File: src/rtl/gametext_pkg.sv
// Shared definitions for the on-screen text overlay sequencer.
//   - Screen-state encoding (TITLE / PLAY / OVER).
//   - Bit positions of the region-enable mask driven to the text renderer.
//   - BCD digit width and the countdown/enable helper functions.
package gametext_pkg;

  localparam int DIGIT_W = 4;

  typedef enum logic [1:0] {
    TITLE = 2'b00,
    PLAY  = 2'b01,
    OVER  = 2'b10
  } state_e;

  // Region-enable bit indices inside text_en
  localparam int EN_SCORE  = 3;
  localparam int EN_TITLE  = 2;
  localparam int EN_PROMPT = 1;
  localparam int EN_OVER   = 0;

  // One-second BCD decrement of {min, tens, ones}; saturates at 0:00
  function automatic logic [3*DIGIT_W-1:0] bcd_dec(input logic [3*DIGIT_W-1:0] t);
    logic [DIGIT_W-1:0] m;
    logic [DIGIT_W-1:0] tn;
    logic [DIGIT_W-1:0] o;
    {m, tn, o} = t;
    if (t == 12'h000) begin
      o = 4'd0;
    end else if (o != 4'd0) begin
      o = o - 4'd1;
    end else begin
      o = 4'd9;
      if (tn != 4'd0) begin
        tn = tn - 4'd1;
      end else begin
        tn = 4'd5;
        m  = m - 4'd1;
      end
    end
    return {m, tn, o};
  endfunction

  // Region-enable mask for a given screen state
  function automatic logic [3:0] text_en_of(input state_e s, input logic blink);
    logic [3:0] en;
    en = 4'b0000;
    case (s)
      TITLE: begin
        en[EN_TITLE]  = 1'b1;
        en[EN_PROMPT] = blink;
      end
      PLAY: begin
        en[EN_SCORE] = 1'b1;
      end
      OVER: begin
        en[EN_SCORE]  = 1'b1;
        en[EN_PROMPT] = 1'b1;
        en[EN_OVER]   = 1'b1;
      end
      default: begin
        en[EN_TITLE]  = 1'b1;
        en[EN_PROMPT] = 1'b1;
      end
    endcase
    return en;
  endfunction

endpackage

File: src/rtl/gametext_sec_tick_gen.sv
// sec_tick_gen: free-running prescaler that counts 0..CLK_HZ-1 and flags
// the wrap cycle. Used for the one-second tick and for the prompt blink.
//   clk   in  clock
//   reset in  synchronous active-low reset
//   clr   in  restart the count at 0 on the next edge
//   tick  out high during the cycle in which the count is at CLK_HZ-1
module sec_tick_gen #(
  parameter int CLK_HZ = 25_000_000
) (
  input  logic clk,
  input  logic reset,
  input  logic clr,
  output logic tick
);

  localparam int CW = (CLK_HZ > 1) ? $clog2(CLK_HZ) : 1;
  localparam logic [CW-1:0] LAST = CW'(CLK_HZ - 1);

  logic [CW-1:0] cnt_q;
  logic [CW-1:0] cnt_d;

  assign tick = (cnt_q == LAST);

  // Next count: restart on clear or wrap, otherwise advance
  always_comb begin
    cnt_d = cnt_q;
    if (clr || tick) begin
      cnt_d = '0;
    end else begin
      cnt_d = cnt_q + CW'(1);
    end
  end

  // Count register
  always_ff @(posedge clk) begin
    if (!reset) begin
      cnt_q <= '0;
    end else begin
      cnt_q <= cnt_d;
    end
  end

endmodule

File: src/rtl/gametext_ctrl.sv
// gametext_ctrl: screen-state sequencer for the text overlay.
// Runs TITLE -> PLAY -> OVER -> TITLE, the BCD countdown shown in the score
// region, the game-over hold timer and the region-enable mask.
//   clk          in  pixel clock
//   reset        in  synchronous active-low reset
//   btn_start    in  debounced start button level
//   player_dead  in  game-logic death level
//   timer_min    out BCD minutes digit
//   timer_sec_t  out BCD tens-of-seconds digit
//   timer_sec_o  out BCD ones-of-seconds digit
//   text_en      out region enables {score, title, prompt, over}
//   game_state   out 00 TITLE, 01 PLAY, 10 OVER
//   time_up      out one-cycle pulse when the countdown reaches 0:00
module gametext_ctrl
  import gametext_pkg::*;
#(
  parameter int CLK_HZ    = 25_000_000,
  parameter int START_MIN = 3,
  parameter int START_SEC = 0,
  parameter int OVER_SECS = 5,
  parameter int BLINK_CYC = 12_500_000
) (
  input  logic       clk,
  input  logic       reset,
  input  logic       btn_start,
  input  logic       player_dead,
  output logic [3:0] timer_min,
  output logic [3:0] timer_sec_t,
  output logic [3:0] timer_sec_o,
  output logic [3:0] text_en,
  output logic [1:0] game_state,
  output logic       time_up
);

  localparam logic [3*DIGIT_W-1:0] LOAD_VAL = {4'(START_MIN), 4'(START_SEC / 10), 4'(START_SEC % 10)};
  localparam logic [7:0]           HOLD_LIM = 8'(OVER_SECS);

  state_e                 state_q, state_d;
  logic [3*DIGIT_W-1:0]   timer_q, timer_d;
  logic [7:0]             hold_q, hold_d;
  logic                   blink_q, blink_d;
  logic                   time_up_q, time_up_d;
  logic [3:0]             text_en_q, text_en_d;
  logic                   btn_q;

  logic                   start_rise;
  logic                   state_chg;
  logic                   sec_tick;
  logic                   blink_tick;
  logic [3*DIGIT_W-1:0]   timer_dec;
  logic [7:0]             hold_inc;

  assign start_rise = btn_start & ~btn_q;
  assign state_chg  = (state_d != state_q);
  assign timer_dec  = bcd_dec(timer_q);
  assign hold_inc   = hold_q + 8'd1;

  // Both prescalers restart on every state change so each state sees a
  // full period before its first tick.
  sec_tick_gen #(.CLK_HZ(CLK_HZ)) u_sec_tick (
    .clk   (clk),
    .reset (reset),
    .clr   (state_chg),
    .tick  (sec_tick)
  );

  sec_tick_gen #(.CLK_HZ(BLINK_CYC)) u_blink_tick (
    .clk   (clk),
    .reset (reset),
    .clr   (state_chg),
    .tick  (blink_tick)
  );

  // Next-state, countdown and hold-counter decode
  always_comb begin
    state_d   = state_q;
    timer_d   = timer_q;
    hold_d    = hold_q;
    time_up_d = 1'b0;
    case (state_q)
      TITLE: begin
        hold_d = 8'd0;
        if (start_rise) begin
          state_d = PLAY;
          timer_d = LOAD_VAL;
        end else begin
          state_d = TITLE;
        end
      end
      PLAY: begin
        hold_d = 8'd0;
        // The final tick wins over player_dead so time_up still fires; a
        // 0:00 load also lands here on its first tick since bcd_dec saturates.
        if (sec_tick && (timer_dec == 12'h000)) begin
          timer_d   = 12'h000;
          time_up_d = 1'b1;
          state_d   = OVER;
        end else if (player_dead) begin
          state_d = OVER;
        end else if (sec_tick) begin
          timer_d = timer_dec;
        end else begin
          timer_d = timer_q;
        end
      end
      OVER: begin
        if (start_rise || (sec_tick && (hold_inc >= HOLD_LIM))) begin
          state_d = TITLE;
          hold_d  = 8'd0;
        end else if (sec_tick) begin
          hold_d = hold_inc;
        end else begin
          hold_d = hold_q;
        end
      end
      default: begin
        state_d = TITLE;
        hold_d  = 8'd0;
      end
    endcase
  end

  // Prompt blink: forced on at TITLE entry, otherwise toggles on its tick
  always_comb begin
    blink_d = blink_q;
    if ((state_d == TITLE) && (state_q != TITLE)) begin
      blink_d = 1'b1;
    end else if (blink_tick) begin
      blink_d = ~blink_q;
    end else begin
      blink_d = blink_q;
    end
    text_en_d = text_en_of(state_d, blink_d);
  end

  // State and output registers
  always_ff @(posedge clk) begin
    if (!reset) begin
      state_q   <= TITLE;
      timer_q   <= LOAD_VAL;
      hold_q    <= 8'd0;
      blink_q   <= 1'b1;
      time_up_q <= 1'b0;
      text_en_q <= 4'b0110;
      btn_q     <= 1'b0;
    end else begin
      state_q   <= state_d;
      timer_q   <= timer_d;
      hold_q    <= hold_d;
      blink_q   <= blink_d;
      time_up_q <= time_up_d;
      text_en_q <= text_en_d;
      btn_q     <= btn_start;
    end
  end

  assign timer_min   = timer_q[11:8];
  assign timer_sec_t = timer_q[7:4];
  assign timer_sec_o = timer_q[3:0];
  assign text_en     = text_en_q;
  assign game_state  = state_q;
  assign time_up     = time_up_q;

endmodule

File: config.mk
export PLATFORM = sky130hd
export DESIGN_NAME = gametext_ctrl
export DESIGN_NICKNAME = d
export VERILOG_FILES = /design/src/rtl/gametext_pkg.sv /design/src/rtl/gametext_sec_tick_gen.sv /design/src/rtl/gametext_ctrl.sv
export SDC_FILE = /design/constraint.sdc
export NUM_CORES = 1
export LEC_CHECK = 0
export CELL_PAD_IN_SITES_DETAIL_PLACEMENT = 0
export CELL_PAD_IN_SITES_GLOBAL_PLACEMENT = 1
export CORE_MARGIN = 4
export CORE_UTILIZATION = 35
export DETAILED_ROUTE_END_ITERATION = 16
export DONT_BUFFER_PORTS = 1
export MAX_ROUTING_LAYER = met4
export PLACE_DENSITY_LB_ADDON = 0.05
export SLEW_MARGIN = 0
export SYNTH_ARGS = -nofsm -noshare
export SYNTH_HDL_FRONTEND = slang
export SYNTH_SLANG_ARGS = --single-unit
File: constraint.sdc
create_clock -name clk -period 5.1 [get_ports clk]
set_clock_uncertainty 0.2 [all_clocks]
set_input_delay 1.02 -clock clk [delete_from_list [all_inputs] [get_ports clk]]
set_output_delay 1.02 -clock clk [all_outputs]
set_load 0.02 [all_outputs]
==> results of run 1 <==
==> placed cells by master (no fill, tap or decap), drive strengths merged, types with 4 or more instances in the layout <==
cell,count
o21ai,8
and3,10
inv,18
a21oi,8
xor2,23
nand3,46
dfxtp,78
nor3b,7
nand4,13
ha,11
and4,4
nor3,14
nand4b,4
clkbuf,11
or4,4
nor4,7
nor2,74
xnor2,29
nand2,57
==> final timing paths <==
check                        start                     to  slack [ps]
min reg2reg  u_blink_tick.cnt_q[0]  u_blink_tick.cnt_q[0]         300
max reg2reg             timer_q[0]             text_en[1]        1080
max                     timer_q[0]             text_en[1]        1080
min          u_blink_tick.cnt_q[0]  u_blink_tick.cnt_q[0]         300
==> logic make-up after synthesis <==
family	after synthesis	synth area share
XOR/XNOR	52	0.111
multiplexers	4	0.0113
AND/OR/NAND/NOR	264	0.329
AO/OA/AOI/OAI	50	0.0914
buffers and inverters	36	0.0425
adder cells (fa/ha/maj)	11	0.0336
flip-flops	78	0.381
==> critical path: stages (launching register included) <==
cell,delay (ps)
dfxtp_1,400
inv_1,150
ha_1,210
or3b_4,420
or3_4,360
mux2_4,310
or4_4,540
o21bai_1,350
o21ai_0,190
nand2b_1,140
ha_1,190
o21a_1,120
nor2_1,50
mux2_2,260
nand2_1,60
==> synth_stat cells, drive strengths merged, types with 3 or more instances <==
cell type,number,area [sq um]
dfxtp,78,1560
nor2,74,278
nand2,57,214
nand3,46,230
xnor2,29,254
xor2,23,201
inv,17,63.8
nor3,14,70.1
clkbuf,13,48.8
nand4,13,81.3
ha,11,138
and3,10,62.6
a21oi,8,40.0
o21ai,8,40.0
nor3b,7,52.6
nor4,7,58.8
buf,6,61.3
and4,4,35.0
nand4b,4,35.0
or4,4,33.8
a21o,3,22.5
and2,3,18.8
and4b,3,30.0
nor2b,3,18.8
nor4b,3,26.3
o22ai,3,18.8
o31a,3,35.0
or2,3,18.8
==> state kept, by name (all words and copies together) (netlist names) <==
name,flops
game_state,2
blink_q,1
text_en,4
btn_q,1
u_sec_tick.cnt_q,25
timer_q,12
hold_q,8
u_blink_tick.cnt_q,24
time_up,1
==> power breakdown <==
group | switching, mW | internal [mW] | total [mW]
registers | 0.0180 | 0.623 | 0.641
clock network | 0.266 | 0.380 | 0.646
logic | 0.0489 | 0.0249 | 0.0737
total | 0.332 | 1.03 | 1.36
==> metrics by stage <==
stage               hold slack, ps  utilization  power [mW]  setup WS [ps]  instances
finish                         297        0.392        1.36           1080        635
global route                   317        0.392        1.42            823        635
CTS                            296        0.392        1.38           1080        635
detailed placement             287        0.366       0.729           1110        619
global placement               283        0.366       0.729           1230        619
floorplan                      221            -       0.712           1420        495
==> final cells by class <==
cell class / instances / area (sq um)
Clock buffer: 11 / 233
Clock inverter: 5 / 58.8
Fill cell: 1188 / 6940
Inverter: 17 / 63.8
Multi-Input combinational cell: 381 / 2380
Sequential cell: 78 / 1560
Tap cell: 143 / 179
==> metal layers <==
metal | GRT usage | share of wire | vias up | routed length [um]
li1 | - | - | 1719 | -
met1 | 0.207 | 0.49 | 1556 | 4700
met2 | 0.235 | 0.45 | 46 | 4310
met3 | 0.0316 | 0.038 | 12 | 364
met4 | 0.0657 | 0.019 | 0 | 178
met5 | - | 0 | - | 0
==> run metrics, run 1 <==
status=completed; Fin Setup TNS=0 ps; Final setup viols=0; kind of critical path=reg2reg; Setup crit end kind=flop; clk_lat worst skew=340 ps; clk slew on worst S/H paths=60 ps; H-tree Lvls=3; clock sinks=78; postcts setup bufs=0; initial antenna violation count=0; max cap viols=0; Post-Syn Nets=510; Die ar.=13500 sq um; Async S/R FF share, synth=0; static leakage=1.73 nW; chip height=116 um; DR pass1 iterations=4; port bufs=0; pin count of the biggest net entering global routing=50; Post-route DRC=0; WP data arrival=4110 ps; Post-synth EDFFs=0; critical path required time=5190 ps; area grow syn2layout=9.26%; I/O pins=23; core outline area=11400 sq um; Placed Area=4180 sq um; starting density of the core=0.359; Mapped Area=4100 sq um; yosys synthesis warning count=0; vias in the first global route=3290; hpwl dp=6500 um; Crit Path Max Fanout=5; sequential area share after synthesis=0.381; CTS Root Buffer Type=clkbuf_16; WHS Path Cells=1; diodes inserted=0; Avg Inst Size Synth=8.27 sq um; RSZ-0062 raised after global routing=no; PwrDens=304 nW/um^2; Worst Max-Slew Pin Slew=1090 ps; Mapped Cells=495; Worst Setup Start Kind=flop; row count=39; Final Hold Fails=0; Clock Path Buffers=2; Die X=116 um; Design Area, Final=4470 sq um; routed wire length=9550 um; Primary FF master, synth=dfxtp_1; wire per inst=15.0 um; share of cells above drive strength 1=0.0589; Vias per Instance=5.25; antenna viol nets, final=0; post-synth cell types=59; remaining global-route overflow=0; FF+latch count, synth=78; minimum clock period=4020 ps; Peak VDD IR=150 uV; nets=502; DR vias=3333; fmax=249 MHz; Register-to-Register Path Depth=14; CTS hold repair buffers=0; slew margin rel.=0.275; Final Max Slew Viols=0; Placer Congestion=0.865; DRT iter0 DRCs=221; first-pass GRT wire length=16300 um; HP Class=reg2reg; Resize count post-CTS=0; GRT Overall Usage=0.157; CTS tree=yes; crit share post-route=0.789; CTS Buf Count=9
(Power assumes the default switching activity.)
==> run 2, diff against run 1 <==
Clock period 5.1 ns to 3.27 ns, I/O delays scaled along.
==> run 2 against run 1 <==
Net effect:
- the run now ends with negative setup slack left
- maximum frequency increased by 19%
- core utilization increased by 7.6 points
- register-to-register slack got worse by 1200 ps
- clock-buffer cell count grew 2
- non-clock buffer count is 55 higher
- clock power grew 83%
- design area is 19% higher
- worst hold slack got worse by 110 ps
- critical endpoint is now u_sec_tick.cnt_q[15]
- largest power group unchanged
==> run metrics, run 2 (synthesis gave the netlist of run 1 again) <==
row count=39; vias in the first global route=3503; Clock Path Buffers=2; most frequent cells in the layout=dfxtp_1 (76), nand2_1 (57), nand3_1 (46), buf_4 (46), nor2_1 (44); share of cells above drive strength 1=0.239; Post-route DRC=0; static leakage=2.06 nW; Die ar.=13500 sq um; routed wire length=10800 um; Worst Setup Start Kind=flop; clock sinks=78; pin count of the biggest net entering global routing=24; I/O pins=23; Crit Path Max Fanout=8; hpwl dp=7430 um; max reg flops=25; initial antenna violation count=0; failing checks=negative setup slack; remaining global-route overflow=0; crit share post-route=1.03; wire per inst=15.7 um; top flop regs=u_sec_tick.cnt_q (25), u_blink_tick.cnt_q (24), timer_q (12); Vias per Instance=5.34; port bufs=0; CTS Root Buffer Type=clkbuf_16; first-pass GRT wire length=17200 um; Final Hold Fails=0; GRT Overall Usage=0.166; area grow syn2layout=30.4%; max cap viols=0; kind of critical path=reg2reg; core outline area=11400 sq um; Peak VDD IR=273 uV; CTS tree=yes; worst slack, placed=-72.7 ps; antenna viol nets, final=0; minimum clock period=3370 ps; Die X=116 um; diodes inserted=0; clk_lat worst skew=340 ps; WP data arrival=3400 ps; Final Max Slew Viols=0; nets=559; starting density of the core=0.359; clk slew on worst S/H paths=60 ps; fmax=297 MHz; chip height=116 um; RSZ-0062 raised after global routing=yes; Most flops, register=u_sec_tick.cnt_q; worst setup margin=-97.6 ps; slew margin rel.=0.536; DR vias=3695; CTS Buf Count=9; H-tree Lvls=3; most common cell after layout, fill and taps aside=dfxtp_1; PwrDens=443 nW/um^2; status=complete, but fails checks; DRT iter0 DRCs=147; critical path required time=3300 ps; HP Class=in2reg; PnR Total Power=2.36 mW; CTS hold repair buffers=0; Placer Congestion=0.781; DR pass1 iterations=4; Setup crit end kind=flop; Final setup viols=40; Worst Max-Slew Pin Slew=695 ps
run 2: cell types whose count changed in the layout (fill, tap and decap cells not counted), sizes merged:
cell	before	now
o31a	3	5
clkinvlp	2	0
inv	18	17
buf	0	52
bufinv	1	3
clkinv	1	0
clkbuf	11	16
run 2: final cells by class:
type	instances	area, sq um
multi-input combinational	383	2660
clock inverter	3	90.1
tap	143	179
clock buffer	13	260
fill	1159	6080
timing repair buffer	55	514
sequential	78	1570
inverter	17	68.8
run 2: critical path: stages, from the launching register on:
cell       delay, ps
dfxtp_4          350
inv_4             60
ha_4             120
or3b_4           370
or3_4            380
mux2_4           310
or4_4            470
nor4_4           420
o31a_4           310
clkbuf_16        220
nor2_1            50
run 2: stage by stage:
step	TNS, ps	utilization	hold slack (ps)	instances	area, sq um
after floorplan	-78.5	-	221	495	4140
after global placement	-29.2	0.405	263	666	4620
after detailed placement	-72.7	0.405	273	666	4620
after CTS	-92.9	0.436	168	682	4980
after global routing	-6590	0.468	172	692	5340
final	-2440	0.468	183	692	5340
run 2: worst paths after layout:
kind | to | from | slack [ps] | cells after the start
max | u_sec_tick.cnt_q[15] | timer_q[1] | -100 | 10
min | text_en[1] | reset | 180 | 1
max reg2reg | u_sec_tick.cnt_q[15] | timer_q[1] | -100 | 10
min reg2reg | u_sec_tick.cnt_q[0] | u_sec_tick.cnt_q[0] | 270 | 1
run 2: power by group:
part | total [mW] | leakage [nW] | internal [mW] | switching (mW)
combinational | 0.185 | 1.25 | 0.0811 | 0.104
clock | 1.18 | 0.170 | 0.789 | 0.394
sequential | 0.996 | 0.632 | 0.970 | 0.0263
run 2: layer usage:
metal,global-route usage,part of all wire,up-vias
met5,-,0,-
met4,0.0650,0.017,0
met3,0.0285,0.035,14
met2,0.261,0.47,52
met1,0.215,0.48,1797
li1,-,-,1832
run 2: what timing repair did:
action                     CTS  global route
resized for setup            1            61
setup buffers                0             5
pin swaps                    0            38
hold endpoints to repair     0             0
setup endpoints to repair    1            46
gates cloned                 0             5
==> run 3, diff against run 2 <==
Settings changed: CAP_MARGIN set to 20, DONT_BUFFER_PORTS 1 to not set, SLEW_MARGIN 0 to not set.
==> run 3 against run 2 <==
Net effect:
- the run still ends with negative setup slack left
- non-clock buffer count increased by 22
- clock-buffer cell count decreased by 3
- design area decreased by 2.9%
- power decreased by 13%
- clock power decreased by 26%
- core utilization decreased by 1.3 points
- combinational power about the same
- largest power group is now registers
==> run metrics, run 3 (synthesis gave the netlist of run 1 again) <==
row count=39; PnR Total Power=2.05 mW; GRT Overall Usage=0.172; RSZ-0062 raised after global routing=yes; Vias per Instance=5.09; Final Hold Fails=0; Die ar.=13500 sq um; Slowest-stage cell, CP=or4_4; Global Route met1 Usage=0.226; HP Class=reg2reg; failing checks=negative setup slack; worst hold path endpoint=u_sec_tick.cnt_q[0]; max cap viols=0; fmax=294 MHz; WHS Path Cells=1; worst setup margin=-128 ps; pin count of the biggest net entering global routing=25; grt met3 use=0.0378; diodes inserted=0; Worst Max-Slew Pin Slew=540 ps; static leakage=2.12 nW; core outline area=11400 sq um; crit-path most repeated cell=mux2_4; crit share post-route=1.04; Fin Setup TNS=-128 ps; kind of critical path=reg2reg; clk slew on worst S/H paths=60 ps; slowest stage delay, CP=520 ps; Fin Hold WS=252 ps; clk_lat worst skew=340 ps; starting density of the core=0.359; Placer Congestion=0.852; minimum clock period=3400 ps; nets=579; CTS Root Buffer Type=clkbuf_16; final cell count without fillers=709; WP data arrival=3490 ps; Clock Path Buffers=2; Hold Startpoint=u_sec_tick.cnt_q[0]; DR vias=3606; first-pass GRT wire length=17600 um; I/O pins=23; Register-to-Register Path Depth=14; chip height=116 um; GRT busiest layer=met2; antenna viol nets, final=0; DRT iter0 DRCs=140; clock sinks=78; initial antenna violation count=0; Most flops, register=u_sec_tick.cnt_q; DR pass1 iterations=4; area grow syn2layout=26.7%; top flop regs=u_sec_tick.cnt_q (25), u_blink_tick.cnt_q (24), timer_q (12); status=complete, but fails checks; routed wire length=10400 um; Placed Area=4820 sq um; Buf/Inv on CP=1; H-tree Lvls=3; crit path from=timer_q[1]; crit path cell chain=inv_4 > ha_4 > or3b_4 > or3_4 > mux2_4 > or4_4 > o21bai_4 > o21ai_2 > nand2b_1 > ha_2 > o21a_1 > nor2_2 > mux2_4 > nand2_1; remaining global-route overflow=0; CTS hold repair buffers=0; Final setup viols=1; Reg2Reg Setup Slack=-130 ps; post-layout util=0.454; Crit Path Max Fanout=3; most common cell after layout, fill and taps aside=dfxtp_1; Final Max Slew Viols=0; max reg flops=25; CTS tree=yes; Post-route DRC=0; Peak VDD IR=289 uV; PwrDens=396 nW/um^2; kind of cell adding the most delay to the critical path=simple AND/OR/NAND/NOR gates; met2 usage=0.264; RR Startpoint=timer_q[1]; most frequent cells in the layout=dfxtp_1 (76), nor2_1 (73), nand2_1 (57); worst slack, placed=-68.0 ps; critical path required time=3360 ps; Design Area, Final=5190 sq um; vias in the first global route=3571; CTS Buf Count=9; hpwl dp=7580 um; Fillers=1186; share of cells above drive strength 1=0.168; Die X=116 um; wire per inst=14.6 um; port bufs=22; Setup crit end kind=flop; slew margin rel.=0.639; dpl cells=689; Worst Setup Start Kind=flop; capture point of the worst reg-to-reg path=text_en[1]
## run 3: worst max-delay path by stage
stage | end | slack, ps | cells after the start
finish | text_en[1] | -130 | 14
global route | text_en[1] | -220 | 14
CTS | text_en[1] | -90 | 14
detailed placement | text_en[1] | -70 | 14
global placement | text_en[1] | -20 | 14
floorplan | text_en[1] | -80 | 14
## run 3: report_power, final
group / switching, mW / internal, mW
sequential: 0.0173 / 0.970
clock: 0.381 / 0.497
combinational: 0.102 / 0.0842
## run 3: repair_timing
item                                    in CTS  in global routing
setup buffers                                0                  6
cloned                                       0                  1
resized for setup                            0                 11
pin swaps                                    0                  8
endpoints found under the setup margin       1                 52
## run 3: per-layer routing
layer / wire length [um] / share of wire
met5: 0 / 0
met4: 158 / 0.015
met3: 380 / 0.037
met2: 4760 / 0.46
met1: 5080 / 0.49
## run 3: area by class of cell
type	instances	area (sq um)	share of cell area
well taps	143	179	0.0345
clock inverters	3	15.0	0.00289
clock buffers	10	229	0.0441
repair buffers	77	678	0.131
inverters	17	68.8	0.0133
flip-flops and latches	78	1570	0.302
multi-input cells	381	2450	0.472
## run 3: worst register-to-register path, cell delays in order, from the launching register on
cell and delay [ps]:
dfxtp_4 350, inv_4 60, ha_4 120, or3b_4 370, or3_4 340, mux2_4 310
or4_4 520, o21bai_4 190, o21ai_2 90, nand2b_1 110, ha_2 190, o21a_1 130
nor2_2 40, mux2_4 250, nand2_1 60
